### src/rtl/tt_um_simple_clock.sv
// 24-hour BCD clock for Tiny Tapeout: 1 Hz prescaler, cascaded sec/min/hour
// counters, debounced-by-sync set buttons, pause/clear and a display mux.
module tt_um_simple_clock #(
  parameter int CLK_HZ = 10_000_000
) (
  input  logic       clk,
  input  logic       rst_n,
  input  logic       ena,
  input  logic [7:0] ui_in,
  output logic [7:0] uo_out,
  input  logic [7:0] uio_in,
  output logic [7:0] uio_out,
  output logic [7:0] uio_oe
);

  localparam int PW = (CLK_HZ > 1) ? $clog2(CLK_HZ) : 1;
  localparam logic [PW-1:0] PMAX = PW'(CLK_HZ - 1);

  logic          fast;
  logic [1:0]    sel;
  logic          pause;
  logic          clr;
  logic          tick;
  logic [PW-1:0] presc;

  logic [7:0] sec;
  logic [7:0] min;
  logic [7:0] hr;

  logic       min_s1, min_s2, min_prev, min_arm;
  logic       hr_s1, hr_s2, hr_prev, hr_arm;
  logic [1:0] fill;
  logic       min_evt, hr_evt;
  logic       min_carry, hr_carry;
  logic       unused_ok;

  function automatic logic [7:0] bcd_inc(input logic [7:0] v, input logic [7:0] last);
    logic [7:0] r;
    if (v == last)
      r = 8'h00;
    else if (v[3:0] == 4'd9)
      r = {v[7:4] + 4'd1, 4'd0};
    else
      r = {v[7:4], v[3:0] + 4'd1};
    return r;
  endfunction

  assign fast  = ui_in[0];
  assign sel   = ui_in[2:1];
  assign pause = ui_in[5];
  assign clr   = ui_in[6];
  assign unused_ok = &{1'b0, ena, uio_in, ui_in[7]};

  assign tick = ~pause & ~clr & (fast | (presc == PMAX));

  always_ff @(posedge clk or negedge rst_n) begin
    if (!rst_n)
      presc <= '0;
    else if (clr || fast)
      presc <= '0;
    else if (pause)
      presc <= presc;
    else if (presc == PMAX)
      presc <= '0;
    else
      presc <= presc + PW'(1);
  end

  // A button must be seen released after reset (arm) before a press counts,
  // so a button held through reset does not register.
  always_ff @(posedge clk or negedge rst_n) begin
    if (!rst_n) begin
      {min_s1, min_s2, min_prev, min_arm} <= '0;
      {hr_s1, hr_s2, hr_prev, hr_arm}     <= '0;
      fill                                <= '0;
    end else begin
      min_s1   <= ui_in[3];
      min_s2   <= min_s1;
      min_prev <= min_s2;
      min_arm  <= min_arm | (fill[1] & ~min_s2);
      hr_s1    <= ui_in[4];
      hr_s2    <= hr_s1;
      hr_prev  <= hr_s2;
      hr_arm   <= hr_arm | (fill[1] & ~hr_s2);
      fill     <= {fill[0], 1'b1};
    end
  end

  assign min_evt   = fill[1] & min_arm & min_s2 & ~min_prev;
  assign hr_evt    = fill[1] & hr_arm & hr_s2 & ~hr_prev;
  assign min_carry = tick & (sec == 8'h59);
  assign hr_carry  = min_carry & (min == 8'h59);

  always_ff @(posedge clk or negedge rst_n) begin
    if (!rst_n) begin
      sec <= 8'h00;
      min <= 8'h00;
      hr  <= 8'h00;
    end else begin
      if (clr)
        sec <= 8'h00;
      else if (tick)
        sec <= bcd_inc(sec, 8'h59);
      if (min_carry || min_evt)
        min <= bcd_inc(min, 8'h59);
      if (hr_carry || hr_evt)
        hr <= bcd_inc(hr, 8'h23);
    end
  end

  always_comb begin
    uo_out = sec;
    unique case (sel)
      2'b00: uo_out = sec;
      2'b01: uo_out = min;
      2'b10: uo_out = hr;
      2'b11: uo_out = {min[3:0], sec[3:0]};
    endcase
  end

  assign uio_out = rst_n ? {5'b0, pause, sec[0], tick} : 8'h00;
  assign uio_oe  = 8'hFF;

endmodule

### config.mk
export PLATFORM = sky130hd
export DESIGN_NAME = tt_um_simple_clock
export DESIGN_NICKNAME = d
export VERILOG_FILES = /design/src/rtl/tt_um_simple_clock.sv
export SDC_FILE = /design/constraint.sdc
export NUM_CORES = 1
export LEC_CHECK = 0
export ABC_AREA = 1
export CORE_UTILIZATION = 35
export DETAILED_ROUTE_END_ITERATION = 12
export PLACE_DENSITY = 0.66
export SYNTH_ARGS = -nofsm -noshare
export SYNTH_HDL_FRONTEND = slang
export SYNTH_SLANG_ARGS = --single-unit
### constraint.sdc
create_clock -name clk -period 2.9 [get_ports clk]
set_input_delay 0.58 -clock clk [delete_from_list [all_inputs] [get_ports clk]]
set_output_delay 0.58 -clock clk [all_outputs]
set_load 0.005 [all_outputs]
**Word level (Yosys, flattened, before mapping)**

Cells that the tools add are included.

- Add/sub/neg operators: 7
- Equal/unequal tests: 11
- Muxes and demuxes: 13
- Bitwise logic cells: 21
- Reductions and logical operators: 11

Operators by type and width:

| operator | count |
|---|---|
| two-way mux 24 bit | 3 |
| two-way mux 8 bit | 8 |
| case mux 8 bit (4 select lines) | 1 |
| adder 24 x 1 -> 24 bit, second input constant | 1 |
| adder 4 x 1 -> 4 bit, second input constant | 6 |
| == test 24 bit, second input constant | 1 |
| == test 8 x 7 -> 1 bit, second input constant | 2 |
| AND 1 bit | 12 |
| == test 4 bit, second input constant | 3 |
| == test 8 x 6 -> 1 bit, second input constant | 1 |
| NOT 1 bit | 6 |
| AND reduction 2 bit | 3 |
| nonzero test 2 bit | 3 |
| == test 2 bit, second input constant | 2 |
| logical OR 1 bit | 3 |
| two-way mux 3 bit | 1 |
| bitwise OR 1 bit | 3 |
| nonzero test 3 bit | 1 |
| == test 2 x 1 -> 1 bit, second input constant | 1 |
| zero test 2 bit | 1 |
| != test 2 x 1 -> 1 bit, second input constant | 1 |

- Flip-flop bits (word level): 58
- Output and inout bits: 24
- Word-level logic and storage cells: 79

**Logic depth before layout (Yosys ltp)**

Gate-level depths: netlist of run 1.

- Depth after elaboration: 7
- Gate-level depth with buffers: 12
- Mapped depth without buffers: 12

**Least setup slack after synthesis of run 1**

Ideal clock, no wire load.

- Path type: input -> output
- Start point: in ui_in[2]
- End point: out uo_out[7]
- Data arrival time: 1.165 ns
- Required time: 2.320 ns
- Setup slack: 1.155 ns
- Stages: 6
- Buffers on the path: 0
- Cell sequence: inv_1 nor2_1 nand2_1 o21ai_0 a21oi_1 o21ai_0

- Longest elaborated chain between the ends: 2
- Elaborated cells between the ends (all ways): 5
- Classes of those cells: 3 x eq/ne; 1 x mux; 1 x reduce/logical

Ends and longest elaborated chain:

| element | line | text |
|---|---|---|
| start, declared | 9 | `input logic [7:0] ui_in,` |
| == test 2 bit (tied with other cells) | 113 | `unique case (sel)` |
| case mux 8 bit (4 select lines) * | 113 |  |
| end, declared | 10 | `output logic [7:0] uo_out,` |

Every way passes the cells marked *; elsewhere a longest branch is shown, timed or not.

**Worst setup path after layout of run 1**

- Start point: in ui_in[1]
- End point: out uo_out[1]

The elaborated chain is that of the path after synthesis.

==> results.md, run 1 <==
* Layout Skew at 0.00982 ns
* Tightest Hold Check Type: in -> async
* Critical Path Fanout Max at 5
* Die outline height at 103 µm
* Maximum frequency from static timing analysis at 0.362 GHz
* Tot GR Track Use at 0.158
* YS warnings at 0
* Number of register bits inferred by synthesis at 58
* Max Cap Violations at 0
* Clock tree from TritonCTS: done
* Starting utilization of the core area at 0.362
* Total Neg Setup Slack at 0 ns
* Antenna violations before repair at 0
* Outcome: complete, no violations
* TritonCTS buffer count at 9
* Sequential fraction of the synthesis area at 0.408
* Estimated wirelength of the detail-placed design at 5.75 mm
* Vias post-DR at 3079
* Placement-stage worst setup slack at 0.0938 ns
* 1st-iter DRT viols at 184
* Antenna viol nets, final at 0
* Post-CTS Setup Bufs at 0
* Switching share of total power at 0.295
* Clock Power Share at 0.368
* Maximum root-to-sink buffer count at 2
* Worst slack on hold paths at 0.115 ns
* PwrDens at 507 nW/µm²
* Total Nets Final at 532
* Average instance area after synthesis at 7.58 µm²
* Routed WL per cell at 11.9 µm
* RD Place Congestion at 0.885
* Leading post-synthesis cells by cell area: sky130_fd_sc_hd__dfrtp_1 41%, sky130_fd_sc_hd__nand2_1 11%, sky130_fd_sc_hd__nand3_1 6.9%
* Setup repair after global routing missed its margin: false
* Overflow left after global routing at 0
* Largest net degree at the start of global routing at 30
* Worst setup EP type: primary output
* DIE WIDTH at 103 µm
* Total number of clock tree sinks at 58
* Crit Path Category: in -> out
* Final critical path time including I/O delays and setup at 2.76 ns
* Number of endpoints failing setup at the final stage at 0
* Vias in the first global route at 2771
* Routed via count divided by cell count at 4.81
* Fraction of layout instances using a drive strength above 1 at 0.101
* Antenna fix cells at 0
* Data required time at the worst endpoint at 2.32 ns
* Final Routed Wirelength at 7.64 mm
* P_leak at 1.97 nW
* Sequential share of power at 0.460
* Gate count of the mapped netlist at 469
* CTS resizes at 0
* Clk Latency, worst-skew pair at 0.34 ns
* Worst slew margin at 0.655
* Kind of start point of the critical path: input port
* Boundary Pins at 43
* Root Buffer Master: sky130_fd_sc_hd__clkbuf_8
* Die area at 10600 µm²
* Number of cell rows at 36
* Number of buffer cells added on primary ports at 19
* Max H-tree Level at 3
* Clock-pin transition on the worst setup and hold timing paths at 0.07 ns
* Wire length of the first global-routing pass at 13.0 mm
* Total internal power at 1.47 mW
* Slew at the pin with the worst max-slew slack at 0.513 ns
* Number of detailed-routing iterations run before antenna repair at 5
* Number of hold-repair buffers added at the cts stage at 0
* Distinct cells, synth at 40
* Fraction of the cycle the final worst path needs at 0.953
* Worst supply voltage drop on vdd at 213 µV
* Hold Vio Cnt, Final at 0
* Largest area contributor in the netlist: sky130_fd_sc_hd__dfrtp_1
* Core footprint at 9820 µm²
* Layout overhead on the synthesized area at 15.8%
* Drt drc at 0
* Area of the mapped netlist at 3560 µm²
* Top-area cell type share of the netlist area at 0.408
* Combinational cell fraction of total power at 0.172
* Worst path setup slack after routing at 0.137 ns
* Final number of max-transition violations at 0
* Power dissipated by switching net loads at 0.615 mW
* Crit path arrival time at 2.18 ns
[cells in the final DEF, fill, tap and decap left out, types with 3 or more instances in the layout]
master                            count
sky130_fd_sc_hd__a21oi_1             17
sky130_fd_sc_hd__buf_4                7
sky130_fd_sc_hd__clkbuf_8            11
sky130_fd_sc_hd__clkdlybuf4s50_1     18
sky130_fd_sc_hd__clkinv_2             3
sky130_fd_sc_hd__conb_1              14
sky130_fd_sc_hd__dfrtp_1             58
sky130_fd_sc_hd__ha_1                11
sky130_fd_sc_hd__inv_1               60
sky130_fd_sc_hd__nand2_1            106
sky130_fd_sc_hd__nand2_4              7
sky130_fd_sc_hd__nand3_1             49
sky130_fd_sc_hd__nand4_1              7
sky130_fd_sc_hd__nor2_1              51
sky130_fd_sc_hd__nor2_2               4
sky130_fd_sc_hd__nor3_1               8
sky130_fd_sc_hd__o21ai_0             17
sky130_fd_sc_hd__o21ai_1              7
sky130_fd_sc_hd__o21ai_2              5
sky130_fd_sc_hd__xor2_1              15
[sequential cells by signal, indices dropped and copies added, names as in the netlist, 2 cells and up]
register,flops
presc,24
hr,8
min,8
sec,8
fill,2
[layer usage]
layer	track usage	share of wire	vias to the layer above
li1	-	-	1551
met1	0.223	0.49	1440
met2	0.244	0.46	78
met3	0.0271	0.036	10
met4	0.0542	0.012	0
met5	0	0	-
[layout make-up]
| class | instances | area, µm² |
|---|---|---|
| repair buffers | 27 | 258 |
| inverters | 63 | 236 |
| clock buffers | 11 | 151 |
| flip-flops and latches | 58 | 1450 |
| fillers | 1016 | 5700 |
| clock inverters | 5 | 52.6 |
| multi-input cells | 343 | 1800 |
| well taps | 133 | 166 |
[synth_stat cells (all sizes together)]
cell,n
nor3,9
inv,62
conb,2
dfrtp,58
xor2,15
nand3,51
a221oi,1
nand3b,1
clkinv,1
mux2i,1
and3,1
o22ai,2
xnor2,1
a21oi,18
and3b,1
o21ai,29
o2111ai,1
o31ai,1
ha,11
nand4,8
nor4,2
buf,15
nor2,56
nand2,115
a41oi,2
o21bai,2
o211a,1
clkbuf,2
[stage by stage]
| step | utilization | power [mW] | instances | instance area [µm²] |
|---|---|---|---|---|
| after global routing | 0.419 | 2.20 | 640 | 4120 |
| final | 0.419 | 2.09 | 640 | 4120 |
| after detailed placement | 0.398 | 1.33 | 624 | 3900 |
| after CTS | 0.418 | 2.10 | 640 | 4110 |
| after floorplan | - | 1.19 | 481 | 3600 |
| after global placement | 0.398 | 1.32 | 624 | 3900 |
[final timing paths]
check | startpoint | to | slack [ns] | cells after the start
max | ui_in[1] | uo_out[1] | 0.14 | 7
min | rst_n | min[7] | 0.12 | 1
max reg2reg | sec[1] | hr[6] | 1.05 | 9
min reg2reg | fill[0] | fill[1] | 0.35 | 0
max in group asynchronous | rst_n | presc[21] | 2.12 | 2
min in group clk | fill[0] | fill[1] | 0.35 | 0
[cells by family (layout without fill, tap and decap cells)]
group,count (synthesis),in the layout,synth area share
AO/OA/AOI/OAI,57,57,0.0950
XOR/XNOR,16,16,0.0394
adder cells (fa/ha/maj),11,11,0.0387
buffers and inverters,80,106,0.101
flip-flops,58,58,0.408
multiplexers,1,1,0.00282
other,2,14,0.00211
AND/OR/NAND/NOR,244,244,0.313
[critical path, cell delays in order]
cell	delay [ns]
sky130_fd_sc_hd__clkdlybuf4s50_1	0.57
sky130_fd_sc_hd__inv_1	0.08
sky130_fd_sc_hd__nor2_2	0.17
sky130_fd_sc_hd__buf_4	0.16
sky130_fd_sc_hd__nand2_1	0.05
sky130_fd_sc_hd__nand3_1	0.08
sky130_fd_sc_hd__clkdlybuf4s50_1	0.49
[power by group through the flow]
stage / clock network [mW] / logic, mW / registers [mW]
2_1_floorplan: 0 / 0.245 / 0.950
3_3_place_gp: 0 / 0.346 / 0.972
3_5_place_dp: 0 / 0.356 / 0.975
4_1_cts: 0.780 / 0.359 / 0.959
5_1_grt: 0.819 / 0.412 / 0.971
6_report: 0.768 / 0.359 / 0.960
No activity file was read; power rests on OpenSTA's default activity.
==> run 2: changes to the inputs <==
==> constraint.sdc (replaced) <==
create_clock -name clk -period 3.4 [get_ports clk]
set_input_delay 0.68 -clock clk [delete_from_list [all_inputs] [get_ports clk]]
set_output_delay 0.68 -clock clk [all_outputs]
set_load 0.005 [all_outputs]
==> run 2 against run 1 <==
Compared with the run above: die area unchanged; setup slack better by 0.17 ns; cell area shrank 0.36%; register-to-register slack gained 0.49 ns; combinational power fell by 17%; global-route usage decreased by 0.14 points; clock power decreased by 4.9%; flip-flop and latch count stayed put; clock skew fell by 0.00085 ns; final cell count shrank 0.31%; via count up 0.36%; critical endpoint is now uo_out[4].
==> results.md, run 2 (same netlist as run 1, synthesis figures left out) <==
* Outcome: complete, no violations
* Overflow left after global routing at 0
* 1st-iter DRT viols at 161
* Clock Power Share at 0.395
* Total Neg Setup Slack at 0 ns
* Tot GR Track Use at 0.156
* Data required time at the worst endpoint at 2.72 ns
* Slowest stage delay, CP at 0.53 ns
* Slew at the pin with the worst max-slew slack at 0.494 ns
* CTS resizes at 0
* Sequential share of power at 0.443
* P_leak at 1.96 nW
* Setup repair after global routing missed its margin: false
* Final-layout fill cell count at 1028
* Tightest Hold Check Type: in -> async
* Worst setup EP type: primary output
* Final Routed Wirelength at 7.61 mm
* Routed length on met1 at 3.65 mm
* Number of hold-repair buffers added at the cts stage at 0
* TritonCTS buffer count at 9
* Area of combinational cells with multiple inputs at 1790 µm²
* Final cell utilization of the core at 0.418
* Most frequent cells in the layout: 106 x sky130_fd_sc_hd__nand2_1, 60 x sky130_fd_sc_hd__inv_1, 58 x sky130_fd_sc_hd__dfrtp_1, 53 x sky130_fd_sc_hd__nor2_1, 49 x sky130_fd_sc_hd__nand3_1
* Layout Skew at 0.00897 ns
* Post-CTS Setup Bufs at 0
* Worst supply voltage drop on vdd at 230 µV
* Worst reg2reg startpoint: sec[1]
* Flip-flop count of the largest register, all copies and words added at 24
* Kind of start point of the critical path: input port
* Worst path setup slack after routing at 0.306 ns
* Total Nets Final at 530
* Crit-path cells: clkdlybuf4s50_1 -> inv_1 -> nor2_1 -> a221oi_1 -> o21ai_0 -> clkdlybuf4s50_1
* Register area at 1450 µm²
* Layout overhead on the synthesized area at 15.4%
* Total cell area at the placement stage at 3880 µm²
* Number of cell rows at 36
* Total number of clock tree sinks at 58
* Crit Path Category: in -> out
* Number of endpoints failing setup at the final stage at 0
* Core footprint at 9820 µm²
* Combinational cell fraction of total power at 0.162
* Total internal power at 1.29 mW
* Antenna fix cells at 0
* Drt drc at 0
* Most frequent standard cell in the layout excluding fill and tap cells: sky130_fd_sc_hd__nand2_1
* PwrDens at 451 nW/µm²
* Wire length on met2 at 3.41 mm
* Routed via count divided by cell count at 4.84
* Number of detailed-routing iterations run before antenna repair at 5
* DIE WIDTH at 103 µm
* Worst slew margin at 0.668
* Reg-to-reg slack, setup at 1.54 ns
* Crit path arrival time at 2.41 ns
* Met3 wire length at 385 µm
* Die area at 10600 µm²
* Crit Reg-Reg Endpoint: hr[5]
* Largest net degree at the start of global routing at 29
* Clock tree from TritonCTS: done
* Worst path most repeated cell: sky130_fd_sc_hd__clkdlybuf4s50_1
* Maximum frequency from static timing analysis at 0.323 GHz
* Maximum root-to-sink buffer count at 2
* Cell family contributing the most delay on the critical path: buffers and inverters
* Number of buffer cells added on primary ports at 19
* Fraction of layout instances using a drive strength above 1 at 0.0931
* Placement-stage worst setup slack at 0.293 ns
* Final Non-Filler Cells at 638
* Critical path startpoint: ui_in[1]
* Switching share of total power at 0.299
* Worst slack on hold paths at 0.274 ns
* Slowest stage cell on the critical path: sky130_fd_sc_hd__clkdlybuf4s50_1
* Wire length of the first global-routing pass at 12.9 mm
* Antenna violations before repair at 0
* Count of placed standard cells including taps at 622
* Estimated wirelength of the detail-placed design at 5.65 mm
* Starting utilization of the core area at 0.362
* Routed WL per cell at 11.9 µm
* Critical path buffer and inverter count at 3
* Die outline height at 103 µm
* Clock-pin transition on the worst setup and hold timing paths at 0.08 ns
* Vias post-DR at 3090
* Depth of the most critical reg-to-reg path at 9
* Fin area at 4100 µm²
* Highest metal layer with signal wires: met4
* Power dissipated by switching net loads at 0.554 mW
* Top register by number of flip-flops: presc
* Hold Vio Cnt, Final at 0
* Clk Latency, worst-skew pair at 0.34 ns
* Max Cap Violations at 0
* Max H-tree Level at 3
* Post-route total power at 1.85 mW
* Antenna viol nets, final at 0
* Critical Path Fanout Max at 8
* Final number of max-transition violations at 0
* Final critical path time including I/O delays and setup at 3.09 ns
* Root Buffer Master: sky130_fd_sc_hd__clkbuf_8
* RD Place Congestion at 0.907
* Fraction of the cycle the final worst path needs at 0.910
* Vias in the first global route at 2854
* Boundary Pins at 43
## run 2: cell count changes in the layout (fill, tap and decap cells not counted), moves of 2 or more
cell | before | now
sky130_fd_sc_hd__clkinv_4 | 0 | 3
sky130_fd_sc_hd__clkbuf_8 | 11 | 9
sky130_fd_sc_hd__nor2_1 | 51 | 53
sky130_fd_sc_hd__clkinv_2 | 3 | 0
## run 2: area by class of cell
type,instances,share of cell area
well taps,133,0.0406
clock inverters,7,0.0250
multi-input cells,343,0.437
repair buffers,25,0.0561
flip-flops and latches,58,0.354
clock buffers,9,0.0302
inverters,63,0.0576
## run 2: layer usage
metal | up-vias | GRT usage
li1 | 1550 | -
met1 | 1429 | 0.208
met2 | 97 | 0.246
met3 | 14 | 0.0353
met4 | 0 | 0.0661
met5 | - | 0
## run 2: worst max-delay path by stage
stage	depth (start not counted)	end	slack [ns]
6_report	6	uo_out[4]	0.31
5_1_grt	6	uo_out[4]	0.19
4_1_cts	6	uo_out[4]	0.30
3_5_place_dp	6	uo_out[4]	0.29
3_3_place_gp	6	uo_out[4]	0.33
2_1_floorplan	6	uo_out[7]	1.45
## run 2: power by group through the flow
stage	Combinational [mW]	Sequential [mW]	Clock [mW]
finish	0.299	0.820	0.730
global route	0.343	0.830	0.773
CTS	0.301	0.818	0.743
detailed placement	0.300	0.831	0
global placement	0.291	0.829	0
floorplan	0.209	0.810	0
